<file path="src/rtl/fetch_pkg.sv">
// Shared types and constants for the instruction fetch front end.
package fetch_pkg;

    typedef enum logic [1:0] {
        IDLE,
        WAIT,
        DROP
    } fetch_state_t;

    localparam int unsigned PC_INCR   = 4;
    localparam logic [31:0] NOP_INSTR = 32'h0000_0013;

endpackage

</file>
<file path="src/rtl/instr_fifo.sv">
// Small synchronous FIFO of {pc, instr} pairs; flush takes priority over push and pop.
module instr_fifo #(
    parameter int unsigned DATA_WIDTH    = 32,
    parameter int unsigned ADDRESS_WIDTH = 8,
    parameter int unsigned DEPTH         = 2
) (
    input  logic                         i_clk,
    input  logic                         i_rst,
    input  logic                         i_push,
    input  logic [ADDRESS_WIDTH-1:0]     i_push_pc,
    input  logic [DATA_WIDTH-1:0]        i_push_instr,
    input  logic                         i_pop,
    input  logic                         i_flush,
    output logic [ADDRESS_WIDTH-1:0]     o_head_pc,
    output logic [DATA_WIDTH-1:0]        o_head_instr,
    output logic                         o_full,
    output logic                         o_empty,
    output logic [$clog2(DEPTH+1)-1:0]   o_count
);

    localparam int unsigned PTR_W = $clog2(DEPTH);
    localparam int unsigned CNT_W = $clog2(DEPTH + 1);

    logic [DATA_WIDTH-1:0]    r_instr [DEPTH];
    logic [ADDRESS_WIDTH-1:0] r_pc    [DEPTH];
    logic [PTR_W-1:0]         r_wr_ptr;
    logic [PTR_W-1:0]         r_rd_ptr;
    logic [CNT_W-1:0]         r_count;
    logic                     w_do_push;
    logic                     w_do_pop;

    assign o_full    = (r_count == CNT_W'(DEPTH));
    assign o_empty   = (r_count == '0);
    assign o_count   = r_count;
    assign w_do_push = i_push && !i_flush && !o_full;
    assign w_do_pop  = i_pop && !i_flush && !o_empty;

    always_ff @(posedge i_clk) begin
        if (!i_rst) begin
            r_wr_ptr <= '0;
            r_rd_ptr <= '0;
            r_count  <= '0;
        end else if (i_flush) begin
            r_wr_ptr <= '0;
            r_rd_ptr <= '0;
            r_count  <= '0;
        end else begin
            if (w_do_push) r_wr_ptr <= r_wr_ptr + PTR_W'(1);
            if (w_do_pop)  r_rd_ptr <= r_rd_ptr + PTR_W'(1);
            r_count <= r_count + CNT_W'(w_do_push) - CNT_W'(w_do_pop);
        end
    end

    // Storage needs no reset: the head is masked to zero whenever the FIFO is empty.
    always_ff @(posedge i_clk) begin
        if (w_do_push) begin
            r_instr[r_wr_ptr] <= i_push_instr;
            r_pc[r_wr_ptr]    <= i_push_pc;
        end
    end

    assign o_head_instr = o_empty ? '0 : r_instr[r_rd_ptr];
    assign o_head_pc    = o_empty ? '0 : r_pc[r_rd_ptr];

endmodule

</file>
<file path="src/rtl/fetch_stage.sv">
// Instruction fetch front end: owns the fetch PC, one outstanding req/ack memory access,
// buffers words in instr_fifo. Define FETCH_BYPASS_EN to forward an ack straight to decode.
module fetch_stage
    import fetch_pkg::*;
#(
    parameter int unsigned              DATA_WIDTH    = 32,
    parameter int unsigned              ADDRESS_WIDTH = 8,
    parameter int unsigned              DEPTH         = 2,
    parameter logic [ADDRESS_WIDTH-1:0] RESET_PC      = '0
) (
    input  logic                     i_clk,
    input  logic                     i_rst,
    output logic                     o_mem_req,
    output logic [ADDRESS_WIDTH-1:0] o_mem_addr,
    input  logic                     i_mem_ack,
    input  logic [DATA_WIDTH-1:0]    i_mem_rdata,
    input  logic                     i_redirect,
    input  logic [ADDRESS_WIDTH-1:0] i_redirect_pc,
    output logic [DATA_WIDTH-1:0]    o_instr,
    output logic [ADDRESS_WIDTH-1:0] o_instr_pc,
    output logic                     o_instr_valid,
    input  logic                     i_instr_ready
);

    localparam int unsigned CNT_W = $clog2(DEPTH + 1);

    fetch_state_t             r_state;
    logic [ADDRESS_WIDTH-1:0] r_fpc;
    logic                     r_mem_req;
    logic [ADDRESS_WIDTH-1:0] r_mem_addr;

    logic                     w_ack_wait;
    logic                     w_bypass;
    logic                     w_push;
    logic                     w_pop;
    logic [ADDRESS_WIDTH-1:0] w_redirect_aligned;
    logic [ADDRESS_WIDTH-1:0] w_head_pc;
    logic [DATA_WIDTH-1:0]    w_head_instr;
    logic                     w_fifo_full;
    logic                     w_fifo_empty;
    logic [CNT_W-1:0]         w_fifo_count;

    assign w_redirect_aligned = i_redirect_pc & ~ADDRESS_WIDTH'(3);
    assign w_ack_wait         = (r_state == WAIT) && i_mem_ack;

`ifdef FETCH_BYPASS_EN
    // Empty buffer: the returning word goes straight to decode in its ack cycle.
    assign w_bypass      = i_rst && w_ack_wait && !i_redirect && w_fifo_empty;
    assign o_instr       = w_bypass ? i_mem_rdata : w_head_instr;
    assign o_instr_pc    = w_bypass ? r_fpc : w_head_pc;
    assign o_instr_valid = w_bypass || !w_fifo_empty;
`else
    assign w_bypass      = 1'b0;
    assign o_instr       = w_head_instr;
    assign o_instr_pc    = w_head_pc;
    assign o_instr_valid = !w_fifo_empty;
`endif

    // A bypassed word taken by decode is not also buffered.
    assign w_push = w_ack_wait && !i_redirect && !w_fifo_full && !(w_bypass && i_instr_ready);
    assign w_pop  = !w_fifo_empty && i_instr_ready;

    always_ff @(posedge i_clk) begin
        if (!i_rst) begin
            r_state    <= IDLE;
            r_fpc      <= RESET_PC;
            r_mem_req  <= 1'b0;
            r_mem_addr <= RESET_PC;
        end else begin
            if (i_redirect) r_fpc <= w_redirect_aligned;
            unique case (r_state)
                IDLE: begin
                    if (!i_redirect && (w_fifo_count < CNT_W'(DEPTH))) begin
                        r_mem_req  <= 1'b1;
                        r_mem_addr <= r_fpc;
                        r_state    <= WAIT;
                    end
                end
                WAIT: begin
                    if (i_mem_ack) begin
                        r_mem_req <= 1'b0;
                        r_state   <= IDLE;
                        if (!i_redirect) r_fpc <= r_fpc + ADDRESS_WIDTH'(PC_INCR);
                    end else if (i_redirect) begin
                        r_state <= DROP;
                    end
                end
                DROP: begin
                    if (i_mem_ack) begin
                        r_mem_req <= 1'b0;
                        r_state   <= IDLE;
                    end
                end
                default: begin
                    r_mem_req <= 1'b0;
                    r_state   <= IDLE;
                end
            endcase
        end
    end

    assign o_mem_req  = r_mem_req;
    assign o_mem_addr = r_mem_addr;

    instr_fifo #(
        .DATA_WIDTH    (DATA_WIDTH),
        .ADDRESS_WIDTH (ADDRESS_WIDTH),
        .DEPTH         (DEPTH)
    ) u_instr_fifo (
        .i_clk        (i_clk),
        .i_rst        (i_rst),
        .i_push       (w_push),
        .i_push_pc    (r_fpc),
        .i_push_instr (i_mem_rdata),
        .i_pop        (w_pop),
        .i_flush      (i_redirect),
        .o_head_pc    (w_head_pc),
        .o_head_instr (w_head_instr),
        .o_full       (w_fifo_full),
        .o_empty      (w_fifo_empty),
        .o_count      (w_fifo_count)
    );

endmodule

</file>
<file path="config.mk">
export PLATFORM = sky130hd
export DESIGN_NAME = fetch_stage
export DESIGN_NICKNAME = d
export VERILOG_FILES = /design/src/rtl/fetch_pkg.sv /design/src/rtl/instr_fifo.sv /design/src/rtl/fetch_stage.sv
export SDC_FILE = /design/constraint.sdc
export NUM_CORES = 1
export LEC_CHECK = 0
export ABC_AREA = 1
export CAP_MARGIN = 20
export CORE_ASPECT_RATIO = 1.5
export CORE_MARGIN = 5
export CORE_UTILIZATION = 44
export DETAILED_ROUTE_END_ITERATION = 8
export PLACE_DENSITY_LB_ADDON = 0.15
export SLEW_MARGIN = 40
export SYNTH_ARGS = -nofsm -noshare
export SYNTH_HDL_FRONTEND = slang
export SYNTH_HIERARCHICAL = 1
export SYNTH_SLANG_ARGS = --single-unit
</file>
<file path="constraint.sdc">
create_clock -name i_clk -period 4.1 [get_ports i_clk]
set_input_delay 1.025 -clock i_clk [delete_from_list [all_inputs] [get_ports i_clk]]
set_output_delay 1.025 -clock i_clk [all_outputs]
set_load 0.05 [all_outputs]
</file>
Word-level counts from Yosys, hierarchy flattened --
Memories as Yosys holds them, arrays and structs flattened. A register that Yosys moved wholly into a read port is not among the register bits. Cells that the tools add are included.
Word-level totals: register bits after elaboration 23, memory bits (writable) 80, input port bits 45, output and inout bits 50, logic and storage cells 62, memories kept 2
Cells by class: add/subtract/negate cells 5, magnitude comparators 1, equality and inequality tests 7, mux-type cells 20, bitwise logic cells 1, reductions and logical operators 19
Memories:
- u_instr_fifo.r_instr | words 2, bits a word 32, rd ports 1, clocked after memory_dff 1, wr ports 1, RTL line instr_fifo.sv:24 | logic [DATA_WIDTH-1:0] r_instr [DEPTH];
- u_instr_fifo.r_pc | words 2, bits a word 8, rd ports 1, clocked after memory_dff 1, wr ports 1, RTL line instr_fifo.sv:25 | logic [ADDRESS_WIDTH-1:0] r_pc [DEPTH];
Operators by type and width (count):
- $mux W8 | 5
- $mux W32 | 1
- $logic_and A1 B1 Y1 | 9
- $add A8 B3 Y8 const B | 1
- $mux W1 | 8
- $mux W2 | 4
- $pmux W2 S3 | 1
- $eq A2 B2 Y1 const B | 2
- $logic_not A2 Y1 | 2
- $ne A2 B2 Y1 const B | 2
- $reduce_and A2 Y1 | 2
- $reduce_or A2 Y1 | 2
- $logic_not A1 Y1 | 3
- $ne A3 B3 Y1 const B | 1
- $reduce_and A3 Y1 | 1
- $add A1 B1 Y1 const B | 2
- $add A2 B1 Y2 | 1
- $eq A2 B1 Y1 const B | 1
- $lt A2 B2 Y1 const B | 1
- $ne A2 B1 Y1 const B | 1
- $pmux W1 S2 | 1
- $sub A2 B1 Y2 | 1
- $not A1 Y1 | 1

Longest topological paths before layout --
Gate-level depths: netlist of the first run.
depth after elaboration 8, mapped depth 15, mapped depth without buffers 15

Hierarchy --
The synthesis of the first run kept the hierarchy.
By module, submodules not included:
- instr_fifo | instances 1, cells an instance 258, area an instance 3301.9 µm², seq. area each 2502.4 µm²
- fetch_stage | instances 1, cells an instance 125, area an instance 920.9 µm², seq. area each 380.4 µm²

Least setup slack after synthesis of the first run --
Ideal clock, no wire load.
path type in2reg, from input port i_mem_ack, to memory u_instr_fifo.r_instr[0][0], enable pin, library setup time 0.437 ns, arrival 3.225 ns, data required time 3.663 ns, slack 0.438 ns, stages on the path 6, buffers on the path 0, cell sequence nand2_2 nor3_1 inv_1 nor2_1 nand2_1 nor2_1
On the way: word-level cells in the longest chain between the ends 7
Ends and longest elaborated chain:
- start, declared | RTL line fetch_stage.sv:15 | input logic i_mem_ack,
- $logic_and A1 B1 Y1 | RTL line fetch_stage.sv:44 | assign w_ack_wait = (r_state == WAIT) && i_mem_ack;
- $logic_and A1 B1 Y1 (2 in a row) | RTL line fetch_stage.sv:60 | assign w_push = w_ack_wait && !i_redirect && !w_fifo_full && !(w_bypass && i_instr_ready);
- named net w_push | RTL line fetch_stage.sv:34 | logic w_push;
- $logic_and A1 B1 Y1 (2 in a row) | RTL line instr_fifo.sv:35 | assign w_do_push = i_push && !i_flush && !o_full;
- $mux W1 | RTL line instr_fifo.sv:56 | if (w_do_push) begin
- $mux W1 (not written as such) | RTL line instr_fifo.sv:57 | r_instr[r_wr_ptr] <= i_push_instr;
- end, declared | RTL line instr_fifo.sv:24
The timed path passes the listed nets, and every way through them passes these cells.

==> impl_metrics.json, run 1 <==
{
  "clk_pin_slew_worst_paths_ns": 0.06,
  "max_freq_mhz": 320.2,
  "worstHoldStart": "r_fpc[0]",
  "rsz0062_at_grt": "no",
  "nets": 527,
  "synth.area.mux_share_pct": 0,
  "vias": 2915,
  "hold_ws_ns": 0.4586,
  "antenna_found_initial": 0,
  "syn_avg_cell_area_um2": 11.03,
  "num-fill-cells": 785,
  "routed_wl_mm": 8.674,
  "total_power_uw": 2382,
  "ant_nets": 0,
  "synth_common_cells": "nand2_1 (107), edfxtp_1 (80), a21oi_1 (48)",
  "r2r_start": "r_state[1]",
  "dr.pass1.iters": 4,
  "tightest_slew_ns": 0.7140,
  "coreArea_mm2": 0.009308,
  "diodes": 0,
  "postCtsHoldBufs": 0,
  "synth-compound-area-share_pct": 8.237,
  "die_y_um": 130.0,
  "yosys.area.top_type": "edfxtp_1",
  "min_path_type": "flip-flop to flip-flop",
  "row_count": 43,
  "ys_types": 26,
  "peakVddDrop_uv": 310.3,
  "ys_top_cells_by_area": "edfxtp_1 (57%), dfxtp_1 (11%), nand2_1 (9.5%)",
  "post_drt_wl_per_cell_um": 14.68,
  "worstSetupPathType": "flip-flop to output pin",
  "gp_congestion": 0.7517,
  "cts_buffer_depth": 2,
  "setup_tns_ns": 0,
  "ys_warn_count": 6,
  "synth-seq-cells": 104,
  "arrival_ns": 2.10,
  "die_area_mm2": 0.01170,
  "grt_use_total_pct": 15.11,
  "numCtsBuffers": 9,
  "io_pins": 95,
  "synth_area_mm2": 0.004223,
  "synth_fa_ha_area_share_pct": 2.074,
  "finalClockSkew_ns": 0.008319,
  "rr_endpoint": "u_instr_fifo/r_instr[1][26]",
  "h-tree-depth": 3,
  "grt_pass1_wl_mm": 14.13,
  "fin_crit_sh_pct": 76.18,
  "vias_per_cell": 4.932,
  "die_w_um": 89.99,
  "cts_tree": "done",
  "drv_cap": 0,
  "cp-start-kind": "flip-flop",
  "seq_area_frac_synth_pct": 68.27,
  "hold_violations": 0,
  "min_to": "r_fpc[0]",
  "clock_sinks": 104,
  "relSlewSlack_pct": 52.33,
  "reg2regPathDepth": 9,
  "syn_inst": 383,
  "yosys.area_share.simple_pct": 15.56,
  "power_density_mw_per_mm2": 441.7,
  "synth_top_area_share_pct": 56.89,
  "leakage_uw": 0.002112,
  "drtIter0Drc": 154,
  "post-cts-setup-buffers": 0,
  "period_needed_ns": 3.123,
  "reg2reg_slack_ns": 1.82,
  "async_flop_share_pct": 0,
  "min_path_cells": 2,
  "clock_latency_ns": 0.34,
  "end_kind": "output pin",
  "cts_resized": 0,
  "synth_most_common_cell": "nand2_1",
  "io_buffers": 92,
  "grt_max_degree": 43,
  "path_max_fanout": 41,
  "grt_pass1_vias": 2927,
  "cts_root_buffer": "clkbuf_16",
  "setup_slack_ns": 0.9768,
  "synth_xor_area_share_pct": 0.4148,
  "syn_nets": 435,
  "drc": 0,
  "status": "complete, no violations",
  "synth_edf_count": 80,
  "required_ns": 3.07,
  "finalInstanceArea_mm2": 0.005394,
  "synthFlopType": "edfxtp_1",
  "dp_slack_ns": 0.7932,
  "final_max_slew_viol_count": 0,
  "drive_gt1_share_pct": 16.08,
  "area_growth_pct": 27.73,
  "setup_violations": 0,
  "place_area_mm2": 0.005107,
  "initial_core_util_pct": 45.37,
  "hpwl_mm": 5.717,
  "synth_top_family_by_area": "simple AND/OR/NAND/NOR gates",
  "overflow": 0
}
-- per-layer routing --
layer | global-route usage [%] | part of all wire, %
met5 | 0 | 0
met4 | 5.697 | 2.1
met3 | 5.363 | 6.3
met2 | 25.34 | 50
met1 | 17.96 | 41
-- registers in the layout, summed over array words and instances (netlist names), named ones only --
register	flops
o_mem_req	1
u_instr_fifo/r_instr	64
u_instr_fifo/r_rd_ptr	1
u_instr_fifo/r_pc	16
o_mem_addr	8
r_state	2
u_instr_fifo/r_wr_ptr	1
u_instr_fifo/o_count	2
r_fpc	8
-- worst max path at each step --
stage | start | end
after floorplan | i_mem_ack | u_instr_fifo/r_instr[0][0]
after global placement | i_redirect | u_instr_fifo/r_instr[1][21]
after CTS | flip-flop | o_instr[0]
after global routing | flip-flop | o_instr[0]
after detailed placement | i_redirect | u_instr_fifo/r_instr[1][25]
final | flip-flop | o_instr[0]
-- worst max-delay path, stage by stage (launching register included) --
cell     delay [ns]
dfxtp_1        0.30
buf_4          0.26
inv_2          0.59
nand2_1        0.13
a21oi_1        0.22
buf_4          0.24
-- report_power, final --
group,switching [uW],internal (uW)
sequential,25.9,1180
combinational,222,131
clock,351,467
total,599,1780
-- layout by cell type, fill, tap and decap left out, drive strengths merged --
cell type,count
clkdlybuf4s50,52
xor2,2
or2,1
ha,7
inv,28
edfxtp,80
clkbuf,9
bufinv,1
nand4,1
and3,1
nand2,109
o21bai,1
buf,45
nor2,35
o21ai,15
nor3,3
nand3,9
clkinv,6
dfxtp,24
a21oi,50
-- area by class of cell --
type | instances | area [um^2] | share of cell area, %
clock buffers | 9 | 225.2 | 4.175
clock inverters | 6 | 61.31 | 1.137
inverters | 29 | 108.9 | 2.018
multi-input cells | 234 | 1117 | 20.71
flip-flops and latches | 104 | 2883 | 53.44
well taps | 112 | 140.1 | 2.598
repair buffers | 97 | 858.3 | 15.91
-- metrics by stage --
| stage | util (%) | std cells |
|---|---|---|
| after floorplan | - | 383 |
| after global placement | 54.87 | 576 |
| after detailed placement | 54.87 | 576 |
| after CTS | 57.95 | 591 |
| after global routing | 57.95 | 591 |
| final | 57.95 | 591 |
-- kinds of logic (layout without fill, tap and decap cells) --
kind of cell,Yosys count,in the layout
AOI/OAI and AO/OA,66,66
xor gates and xnor gates,2,2
adders and majority gates,7,7
buffers and inverters,45,141
DFF,104,104
and+or+nand+nor,159,159
Note: power is estimated with default switching activity, not from simulation.
==> run 2, diff against run 1 <==
==> constraint.sdc (replaced) <==
create_clock -name i_clk -period 3.1 [get_ports i_clk]
set_input_delay 0.775 -clock i_clk [delete_from_list [all_inputs] [get_ports i_clk]]
set_output_delay 0.775 -clock i_clk [all_outputs]
set_load 0.05 [all_outputs]
==> impl_metrics.json, run 2 (synthesis results as in run 1) <==
{
  "diodes": 0,
  "crit_family": "buffers and inverters",
  "num-fill-cells": 812,
  "vias": 2957,
  "regMostFlops": "u_instr_fifo/r_instr",
  "cp-start-kind": "flip-flop",
  "routed_wl_mm": 8.773,
  "die_w_um": 89.99,
  "post_drt_wl_per_cell_um": 14.82,
  "dr.pass1.iters": 4,
  "mostFrequentLayoutCells": "nand2_1 (107), edfxtp_1 (80), clkdlybuf4s50_1 (52), a21oi_1 (48), buf_4 (43)",
  "numCtsBuffers": 9,
  "vias_per_cell": 4.995,
  "crit_path_top_delay_cell": "inv_2",
  "overflow": 0,
  "path_cells": "inv_2 -> nand2_1 -> a21oi_1 -> buf_4",
  "max_freq_mhz": 388.1,
  "clk_pin_slew_worst_paths_ns": 0.07,
  "drive_gt1_share_pct": 16.04,
  "h-tree-depth": 3,
  "coreArea_mm2": 0.009308,
  "arrival_ns": 1.80,
  "drtIter0Drc": 162,
  "end_kind": "output pin",
  "postCtsHoldBufs": 0,
  "area_growth_pct": 28.00,
  "die_area_mm2": 0.01170,
  "clock_latency_ns": 0.34,
  "grt_use_total_pct": 15.07,
  "worst-path-buf-inv": 2,
  "io_pins": 95,
  "setup_violations": 0,
  "clock_sinks": 104,
  "hpwl_mm": 5.658,
  "final_util_pct": 58.07,
  "largest_reg_flops": 64,
  "finalInstanceArea_mm2": 0.005405,
  "grt_pass1_wl_mm": 13.96,
  "rsz0062_at_grt": "no",
  "grt_pass1_vias": 2952,
  "power_density_mw_per_mm2": 575.4,
  "tightest_slew_ns": 0.7348,
  "nets": 527,
  "hold_violations": 0,
  "row_count": 43,
  "period_needed_ns": 2.577,
  "cts_tree": "done",
  "ant_nets": 0,
  "post-cts-setup-buffers": 0,
  "final_common_cell": "nand2_1",
  "setup_tns_ns": 0,
  "top_regs": "u_instr_fifo/r_instr: 64 flops, u_instr_fifo/r_pc: 16 flops",
  "gp_congestion": 0.7936,
  "relSlewSlack_pct": 50.94,
  "drv_cap": 0,
  "finalClockSkew_ns": 0.006107,
  "total_power_uw": 3110,
  "max_stage_delay_ns": 0.54,
  "place_area_mm2": 0.005132,
  "final_max_slew_viol_count": 0,
  "cts_root_buffer": "clkbuf_16",
  "antenna_found_initial": 0,
  "cts_buffer_depth": 2,
  "fin_crit_sh_pct": 83.13,
  "die_y_um": 130.0,
  "path_max_fanout": 40,
  "worstSetupPathType": "flip-flop to output pin",
  "status": "complete, no violations",
  "peakVddDrop_uv": 434.9,
  "required_ns": 2.32,
  "leakage_uw": 0.002102,
  "drc": 0,
  "io_buffers": 92,
  "cts_resized": 0,
  "grt_max_degree": 43,
  "initial_core_util_pct": 45.37,
  "min_path_type": "flip-flop to flip-flop"
}
==> run 2: cell types whose count changed in the layout (fill, tap and decap cells not counted) <==
cell	previous run	this run
clkinvlp_4	0	2
clkbuf_1	0	1
buf_12	0	2
inv_6	0	1
clkinv_2	2	1
inv_8	0	1
bufinv_16	1	0
clkinv_4	2	0
buf_4	45	43
==> run 2: worst paths after layout <==
kind | endpoint | slack (ns) | depth (start not counted) | start
min reg2reg | r_fpc[0] | 0.46 | 2 | r_fpc[0]
max | o_instr_pc[5] | 0.52 | 4 | flip-flop
min | r_fpc[0] | 0.46 | 2 | r_fpc[0]
max reg2reg | u_instr_fifo/o_count[1] | 0.85 | 14 | r_state[1]
==> run 2: final cells by class <==
type | instances | area, um^2 | area share [%]
Clock buffer | 10 | 229.0 | 4.236
Clock inverter | 6 | 43.79 | 0.8102
Inverter | 29 | 108.9 | 2.014
Multi-Input combinational cell | 234 | 1117 | 20.67
Sequential cell | 104 | 2883 | 53.33
Tap cell | 112 | 140.1 | 2.593
Timing Repair Buffer | 97 | 883.3 | 16.34
==> run 2: stage by stage <==
stage | setup slack, ns | hold WS (ns) | instances
floorplan | 0.3459 | 0.4267 | 383
global placement | 0.2691 | 0.4534 | 576
detailed placement | 0.2133 | 0.4536 | 576
CTS | 0.4857 | 0.4644 | 592
global route | 0.3763 | 0.5087 | 592
finish | 0.5231 | 0.4625 | 592
==> run 2: layer usage <==
metal	share of wire (%)	vias up	GRT usage, %
li1	-	1473	-
met1	42	1393	16.73
met2	51	77	26.55
met3	5.1	14	4.787
met4	2.4	0	6.661
met5	0	-	0
==> run 2: where the power goes <==
group / internal (uW) / switching (uW)
Sequential: 1570 / 35.2
Clock: 549 / 487
Combinational: 177 / 295
==> run 2: worst min-delay path, stage by stage (launching register included) <==
cell and delay (ns):
dfxtp_1 0.33, nand2_1 0.06, nor2_1 0.03
==> run 3, diff against run 2 <==
==> constraint.sdc (replaced) <==
create_clock -name i_clk -period 2.4 [get_ports i_clk]
set_input_delay 0.6 -clock i_clk [delete_from_list [all_inputs] [get_ports i_clk]]
set_output_delay 0.6 -clock i_clk [all_outputs]
set_load 0.05 [all_outputs]
==> impl_metrics.json, run 3 (synthesis results as in run 1) <==
{
  "use_met2_pct": 27.24,
  "worst-path-buf-inv": 2,
  "grt_pass1_wl_mm": 14.15,
  "grt_pass1_vias": 2870,
  "drv_cap": 0,
  "rr_endpoint": "u_instr_fifo/o_count[1]",
  "finalClockSkew_ns": 0.003453,
  "post_drt_wl_per_cell_um": 14.40,
  "min_path_type": "flip-flop to flip-flop",
  "drive_gt1_share_pct": 18.57,
  "vias_per_cell": 4.912,
  "io_pins": 95,
  "row_count": 43,
  "mostFrequentLayoutCells": "nand2_1 (107), edfxtp_1 (80), clkdlybuf4s50_1 (51), buf_4 (50), a21oi_1 (48)",
  "worstSetupPathType": "flip-flop to output pin",
  "area_growth_pct": 33.13,
  "worstHoldStart": "r_fpc[1]",
  "cp-start-kind": "flip-flop",
  "initial_core_util_pct": 45.37,
  "clock_latency_ns": 0.34,
  "dr.pass1.iters": 5,
  "coreArea_mm2": 0.009308,
  "place_area_mm2": 0.005255,
  "rsz0062_at_grt": "no",
  "min_to": "r_fpc[1]",
  "io_buffers": 92,
  "cts_resized": 0,
  "largest_reg_flops": 64,
  "vias": 2957,
  "nets": 537,
  "final_max_slew_viol_count": 0,
  "die_y_um": 130.0,
  "cts_tree": "done",
  "post-cts-setup-buffers": 0,
  "top_regs": "u_instr_fifo/r_instr: 64 flops, u_instr_fifo/r_pc: 16 flops",
  "r2r_start": "u_instr_fifo/o_count[0]",
  "overflow": 0,
  "numCtsBuffers": 9,
  "cts_buffer_depth": 2,
  "place_inst": 586,
  "max_freq_mhz": 448.9,
  "setup_violations": 0,
  "arrival_ns": 1.63,
  "relSlewSlack_pct": 65.48,
  "power_density_mw_per_mm2": 786.3,
  "ant_nets": 0,
  "fin_crit_sh_pct": 92.82,
  "regMostFlops": "u_instr_fifo/r_instr",
  "grt_max_degree": 34,
  "gr-usage-met1_pct": 17.54,
  "cts_root_buffer": "clkbuf_16",
  "top_usage_layer": "met2",
  "fin_cells": 602,
  "tightest_slew_ns": 0.5161,
  "clk_pin_slew_worst_paths_ns": 0.06,
  "period_needed_ns": 2.228,
  "final_common_cell": "nand2_1",
  "leakage_uw": 0.002224,
  "grt_use_total_pct": 15.33,
  "path_cells": "nor2_4 -> buf_12 -> a21oi_1 -> buf_4",
  "gp_congestion": 0.7217,
  "antenna_found_initial": 0,
  "reg2regPathDepth": 14,
  "routed_wl_mm": 8.668,
  "status": "complete, no violations",
  "die_area_mm2": 0.01170,
  "max_stage_delay_ns": 0.39,
  "hpwl_mm": 6.206,
  "required_ns": 1.80,
  "min_path_cells": 2,
  "drtIter0Drc": 137,
  "gr-usage-met3_pct": 4.441,
  "setup_tns_ns": 0,
  "finalInstanceArea_mm2": 0.005622,
  "h-tree-depth": 3,
  "reg2reg_slack_ns": 0.38,
  "hold_violations": 0,
  "crit_family": "buffers and inverters",
  "end_kind": "output pin",
  "clock_sinks": 104,
  "crit_path_top_delay_cell": "dfxtp_1",
  "drc": 0,
  "postCtsHoldBufs": 0,
  "die_w_um": 89.99,
  "peakVddDrop_uv": 461.1,
  "path_max_fanout": 33,
  "diodes": 0
}
run 3: cell types whose count changed in the layout (fill, tap and decap cells not counted), sizes merged:
cell           before  now
clkinv              3    1
clkbuf             10    9
bufinv              0    4
buf                45   56
clkdlybuf4s50      52   51
clkinvlp            2    1
run 3: worst min-delay path, delay by kind of cell, from the launching register on:
| kind | cells | cell delay, ns |
|---|---|---|
| simple gates | 2 | 0.09 |
| flops | 1 | 0.34 |
run 3: routing by layer:
layer	share of wire, %	routed length [um]
met4	1.5	127
met5	0	0
met2	52	4540
met1	41	3546
met3	5.2	453
run 3: worst max-delay path by stage:
stage / startpoint / to / slack [ns] / depth (start not counted)
6_report: u_instr_fifo/o_count[1] / o_instr_pc[6] / 0.17 / 4
5_1_grt: u_instr_fifo/o_count[1] / o_instr_pc[3] / 0.04 / 4
4_1_cts: u_instr_fifo/o_count[1] / o_instr_pc[6] / 0.14 / 4
3_5_place_dp: i_mem_ack / u_instr_fifo/o_count[1] / -0.05 / 13
3_3_place_gp: i_mem_ack / u_instr_fifo/o_count[1] / -0.04 / 13
2_1_floorplan: i_mem_ack / u_instr_fifo/r_instr[1][0] / 0.11 / 6
run 3: area by class of cell:
type | instances | area (um^2)
clock buffers | 9 | 225.2
clock inverters | 7 | 141.4
fillers | 792 | 3686
inverters | 29 | 108.9
multi-input cells | 234 | 1117
flip-flops and latches | 104 | 2883
well taps | 112 | 140.1
repair buffers | 107 | 1006
run 3: power by group:
group | switching (uW) | internal [uW] | leakage (uW)
Sequential | 43.9 | 2020 | 0.000913
Combinational | 386 | 243 | 0.00114
Clock | 599 | 1120 | 0.000176
Total | 1030 | 3390 | 0.00222
run 3: metrics by stage:
stage,hold slack [ns],util [%],worst slack [ns],power [uW]
2_1_floorplan,0.4267,-,0.1093,2502
3_3_place_gp,0.4588,56.46,-0.04120,2729
3_5_place_dp,0.4671,56.46,-0.04987,2742
4_1_cts,0.4773,60.40,0.1384,4475
5_1_grt,0.5056,60.40,0.04010,4620
6_report,0.4699,60.40,0.1723,4421
==> variant 1, RTL diff (settings of run 3) <==
`ADDRESS_WIDTH` is set to 8 in 2 places; all go to 6.
--- a/src/rtl/instr_fifo.sv
+++ b/src/rtl/instr_fifo.sv
@@ -3,3 +3,3 @@
     parameter int unsigned DATA_WIDTH    = 32,
-    parameter int unsigned ADDRESS_WIDTH = 8,
+    parameter int unsigned ADDRESS_WIDTH = 6,
     parameter int unsigned DEPTH         = 2
--- a/src/rtl/fetch_stage.sv
+++ b/src/rtl/fetch_stage.sv
@@ -6,3 +6,3 @@
     parameter int unsigned              DATA_WIDTH    = 32,
-    parameter int unsigned              ADDRESS_WIDTH = 8,
+    parameter int unsigned              ADDRESS_WIDTH = 6,
     parameter int unsigned              DEPTH         = 2,
Ports: changed (resized i_redirect_pc, o_instr_pc and o_mem_addr); port bits go from 95 to 89. No check against the original RTL was run, so the function may have changed too.
==> variant 1 against run 3 <==
Global-route usage fell by 0.89 points; total power fell by 9.3%; via count fell by 9.1%; worst setup slack improved by 0.018 ns; sequential cell count fell by 8; final cell count fell by 6.1%; final area fell by 7.1%; utilization fell by 0.56 points; area after synthesis fell by 8.3%; synthesized cell count fell by 9.4%; first-iteration DRC count rose by 23%; routed wire length fell by 11%; non-clock buffer count fell by 2; register-to-register slack got worse by 0.03 ns.
==> variant 1: results (changes against run 3) <==
PD cells 768 nW/um2 (was 786 nW/um2); CP max FO 3 (was 33); RePlAce Congestion 0.774 (was 0.722); Detail Placement HPWL 5.48 mm (was 6.21 mm); dpl cell area 4880 um2 (was 5260 um2); largest net degree at the start of global routing 39 (was 34); DRT Pass-1 Iters 4 (was 5); CTS Buf Count 9 (unchanged); r2r setup slk 0.35 ns (was 0.38 ns); top cells by area, synth edfxtp_1, dfxtp_1, nand2_1 (unchanged); DP Worst Slack -0.197 ns (was -0.0499 ns); Rel. slew slack 0.650 (was 0.655); cell count after synthesis 347 (was 383); count of cell types in the netlist 22 (was 26); vias per cell 4.76 (was 4.91); fin crit share 0.921 (was 0.928); Synth Net Count 396 (was 435); status completed (unchanged); gr usage total 0.144 (was 0.153); sequential area share after synthesis 0.693 (was 0.683); most frequent cells after synthesis nand2_1, edfxtp_1, a21oi_1 (unchanged); setup bufs post-CTS 0 (unchanged); initial DRC count 169 (was 137); final WL 7.68 mm (was 8.67 mm); Final Skew 0.00683 ns (was 0.00345 ns); PortBufs 86 (was 92); Placed Cells incl. Taps 549 (was 586); number of global-route vias before repair 2,515 (was 2,870); peak supply drop 0.000506 V (was 0.000461 V); number of synthesized flops with an enable pin 76 (was 80); synth warn 6 (unchanged); Layout Cells excl Fill 565 (was 602); FILL cells 769 (was 792); critical path arrival 2.43 ns (was 1.63 ns); P_leak 2.06 nW (was 2.22 nW)
-- variant 1: changes by cell type in the layout (fill, tap and decap cells not counted), moves of 3 or more --
| cell | delta |
|---|---|
| clkdlybuf4s50_1 | -4 |
| o21ai_0 | -9 |
| a21oi_2 | +8 |
| o21ai_1 | +7 |
| buf_4 | +4 |
| a21oi_1 | -9 |
| edfxtp_1 | -4 |
| nand2_1 | -3 |
| nor2_1 | -8 |
| dfxtp_1 | -4 |
-- variant 1: path summary, 6_finish.rpt --
path,depth (start not counted),start,end
max,16,i_mem_ack,u_instr_fifo/o_count[1]$_SDFF_PP0_
min reg2reg,0,r_fpc[5]$_SDFF_PN0_,u_instr_fifo/r_pc[0][5]$_DFFE_PP_
max reg2reg,17,r_state[1]$_SDFFE_PN0P_,u_instr_fifo/o_count[1]$_SDFF_PP0_
min,0,r_fpc[5]$_SDFF_PN0_,u_instr_fifo/r_pc[0][5]$_DFFE_PP_
-- variant 1: stage by stage --
| stage | hold slack, ns | TNS, ns |
|---|---|---|
| floorplan | 0.426 | 0 |
| CTS | 0.463 | 0 |
| finish | 0.457 | 0 |
| detailed placement | 0.447 | -4.60 |
| global route | 0.471 | 0 |
| global placement | 0.440 | -2.25 |
-- variant 1: cell type report --
cell class                      instances  share of cell area
Timing Repair Buffer                  105               0.183
Clock buffer                           11              0.0446
Inverter                               29              0.0213
Sequential cell                        96               0.514
Clock inverter                          5              0.0201
Tap cell                              110              0.0264
Multi-Input combinational cell        209               0.191
-- variant 1: cells by family (layout without fill, tap and decap cells) --
logic type,Yosys count,in the layout,synth area share
AND/OR/NAND/NOR,142,142,0.144
flip-flops,96,96,0.693
AO/OA/AOI/OAI,61,61,0.0891
buffers and inverters,42,150,0.0546
adder cells (fa/ha/maj),6,6,0.0194
-- variant 1: per-layer routing --
metal | track usage | part of all wire | vias to the layer above
li1 | - | - | 1374
met1 | 0.164 | 0.39 | 1239
met2 | 0.247 | 0.54 | 60
met3 | 0.0357 | 0.047 | 14
met4 | 0.0716 | 0.024 | 0
met5 | 0 | 0 | -
-- variant 1: what timing repair did --
action,4_1_cts,5_1_grt
hold endpoints to repair,0,0
setup endpoints to repair,0,1
resized for setup,0,1
-- variant 1: report_power, final --
group          leakage, nW  total, mW  internal (mW)  switching, mW
clock network        0.156       1.57           1.02          0.554
logic                 1.05      0.539          0.214          0.324
registers            0.849       1.90           1.87         0.0320
-- variant 1: critical path, cell delays in order --
cell	delay, ns
clkdlybuf4s50_1	0.49
nand2_1	0.10
inv_2	0.06
nand2_1	0.06
nor2_1	0.08
inv_1	0.06
nor2_2	0.10
nand2_1	0.09
ha_1	0.29
inv_1	0.05
ha_1	0.15
inv_1	0.04
nand2_1	0.07
nand3_1	0.07
nand2_1	0.08
nor2_1	0.03
==> variant 2, RTL diff (config.mk and constraints of run 3) <==
Made on the original files. Encoding of `fetch_state_t`: now one-hot (3 bits for 3 states).
--- a/src/rtl/fetch_pkg.sv
+++ b/src/rtl/fetch_pkg.sv
@@ -3,6 +3,6 @@
 
-    typedef enum logic [1:0] {
-        IDLE,
-        WAIT,
-        DROP
+    typedef enum logic [2:0] {
+        IDLE = 3'b001,
+        WAIT = 3'b010,
+        DROP = 3'b100
     } fetch_state_t;
Behaviour: same outputs for any inputs over 4 cycles, from zero or initial values and one cycle with i_rst low; so few cycles prove little.
==> variant 2 against run 3 <==
Clock skew is 0.0030 ns higher; final area is 2.0% lower; non-clock buffer count is 2 higher; sequential cell count is 1 higher; final cell count is 0.66% lower; synthesized cell count is 1.6% lower; worst setup slack better by 0.034 ns; routed wire length hardly changed; area after synthesis is 0.21% lower; die area is 0.19% lower; largest cell class unchanged; highest routed layer unchanged.
Power is not compared: it rests on default switching activity, and its combinational part moved more than twofold at a synthesized area within 25%.
==> variant 2: results (changes against run 3) <==
peak supply drop 0.000487 V; DRT Pass-1 Iters 5 (unchanged); status completed (unchanged); PortBufs 92 (unchanged); critical path arrival 1.59 ns (was 1.63 ns); total of max-cap violations 0 (unchanged); largest net degree at the start of global routing 29 (was 34); clock tree buffer depth 2 (unchanged); gr usage total 0.154 (was 0.153); Detail Placement HPWL 6.04 mm (was 6.21 mm); synth warn 6 (unchanged); Synth Flop Type edfxtp_1 (unchanged); setup bufs post-CTS 0 (unchanged); top cells by area, synth edfxtp_1, dfxtp_1, nand2_1 (unchanged); sequential area share after synthesis 0.689 (was 0.683); ys async rst share 0 (unchanged); clk root buf clkbuf_16 (unchanged); syn_area_per_cell 11.2 um2 (was 11.0 um2); Placed Cells incl. Taps 582 (was 586); initial DRC count 95 (was 137); critical path's largest stage delay 0.33 ns (was 0.39 ns); P_leak 2.16 nW; ant diodes 0 (unchanged); wire length of the first global-routing pass 14.3 mm (was 14.1 mm); DP Worst Slack -0.164 ns (was -0.0499 ns); initial antenna violation count 0 (unchanged); Vias 2,956 (was 2,957); layout net count 529 (was 537); number of synthesized flops with an enable pin 80 (unchanged); CTS Buf Count 9 (unchanged); vias per cell 4.94 (was 4.91); post-CTS sizing 0 (unchanged); clk slew on worst S/H paths 0.06 ns (about the same); RePlAce Congestion 0.734 (was 0.722); Rel. slew slack 0.663 (was 0.655); CP delay by family, top buffers and inverters (unchanged); CP max stage cell dfxtp_1 (unchanged); most frequent cells after synthesis nand2_1, edfxtp_1, a21oi_1 (unchanged); htree depth 3 (unchanged); Final Skew 0.00644 ns (was 0.00345 ns); routed length per instance 14.5 um (was 14.4 um); FILL cells 791 (was 792); Synth Net Count 425 (was 435); switching share of power 0.210; layout cells sized above 1 0.171 (was 0.186); type of the tightest min-delay check register to register (unchanged); CP max FO 27 (was 33); largest registers u_instr_fifo/r_instr (64), u_instr_fifo/r_pc (16) (unchanged); Worst-Skew Late Latency 0.34 ns (about the same); count of cell types in the netlist 29 (was 26)
## variant 2: power groups by stage
stage	sequential [mW]	clock [mW]	combinational, mW
after floorplan	2.07	0	0.0966
after global placement	2.04	0	0.252
after detailed placement	2.04	0	0.254
after CTS	2.00	1.31	0.257
after global routing	2.00	1.38	0.279
final	2.00	1.28	0.253
## variant 2: final cells by class
| cell class | count | area, um2 | area share |
|---|---|---|---|
| clock inverters | 4 | 20.0 | 0.00363 |
| flip-flops and latches | 105 | 2900 | 0.527 |
| clock buffers | 12 | 236 | 0.0429 |
| well taps | 112 | 140 | 0.0254 |
| multi-input cells | 227 | 1090 | 0.198 |
| repair buffers | 109 | 1010 | 0.183 |
| inverters | 29 | 110 | 0.0200 |
## variant 2: worst paths after layout
check | start | endpoint | slack (ns) | cells past startpoint
worst min-delay path | r_fpc[0]$_SDFFE_PN0P_ | r_fpc[0]$_SDFFE_PN0P_ | 0.47 | 2
worst max register to register | u_instr_fifo/o_count[0]$_SDFF_PP0_ | u_instr_fifo/o_count[1]$_SDFF_PP0_ | 0.39 | 14
worst max-delay path | register | o_instr[26] | 0.21 | 5
worst min register to register | r_fpc[0]$_SDFFE_PN0P_ | r_fpc[0]$_SDFFE_PN0P_ | 0.47 | 2
## variant 2: per-stage QoR
| step | area [um2] | utilization | power, mW | hold slack (ns) |
|---|---|---|---|---|
| after detailed placement | 5250 | 0.564 | 2.29 | 0.459 |
| final | 5510 | 0.592 | 3.53 | 0.468 |
| after global placement | 5250 | 0.564 | 2.29 | 0.455 |
| after global routing | 5510 | 0.592 | 3.66 | 0.492 |
| after floorplan | 4220 | - | 2.17 | 0.430 |
| after CTS | 5510 | 0.592 | 3.57 | 0.469 |
## variant 2: worst reg2reg max path: cells and delay by family, from the launching register on
| kind | cells | cell delay (ns) |
|---|---|---|
| AND/OR/NAND/NOR | 6 | 0.66 |
| adder cells (fa/ha/maj) | 2 | 0.46 |
| flip-flops | 1 | 0.41 |
| buffers and inverters | 5 | 0.28 |
| AO/OA/AOI/OAI | 1 | 0.12 |
## variant 2: cells by family (layout without fill, tap and decap cells)
group / Yosys count / after routing / synth area share
XOR/XNOR: 3 / 3 / 0.00624
buffers and inverters: 45 / 154 / 0.0543
AO/OA/AOI/OAI: 67 / 67 / 0.0825
AND/OR/NAND/NOR: 154 / 154 / 0.159
adder cells (fa/ha/maj): 3 / 3 / 0.00891
flip-flops: 105 / 105 / 0.689
## variant 2: per-layer routing
metal | global-route usage | routed length [um] | vias up
met5 | 0 | 0 | -
met4 | 0.0675 | 161 | 0
met3 | 0.0392 | 432 | 12
met2 | 0.270 | 4510 | 75
met1 | 0.177 | 3560 | 1383
li1 | - | - | 1486
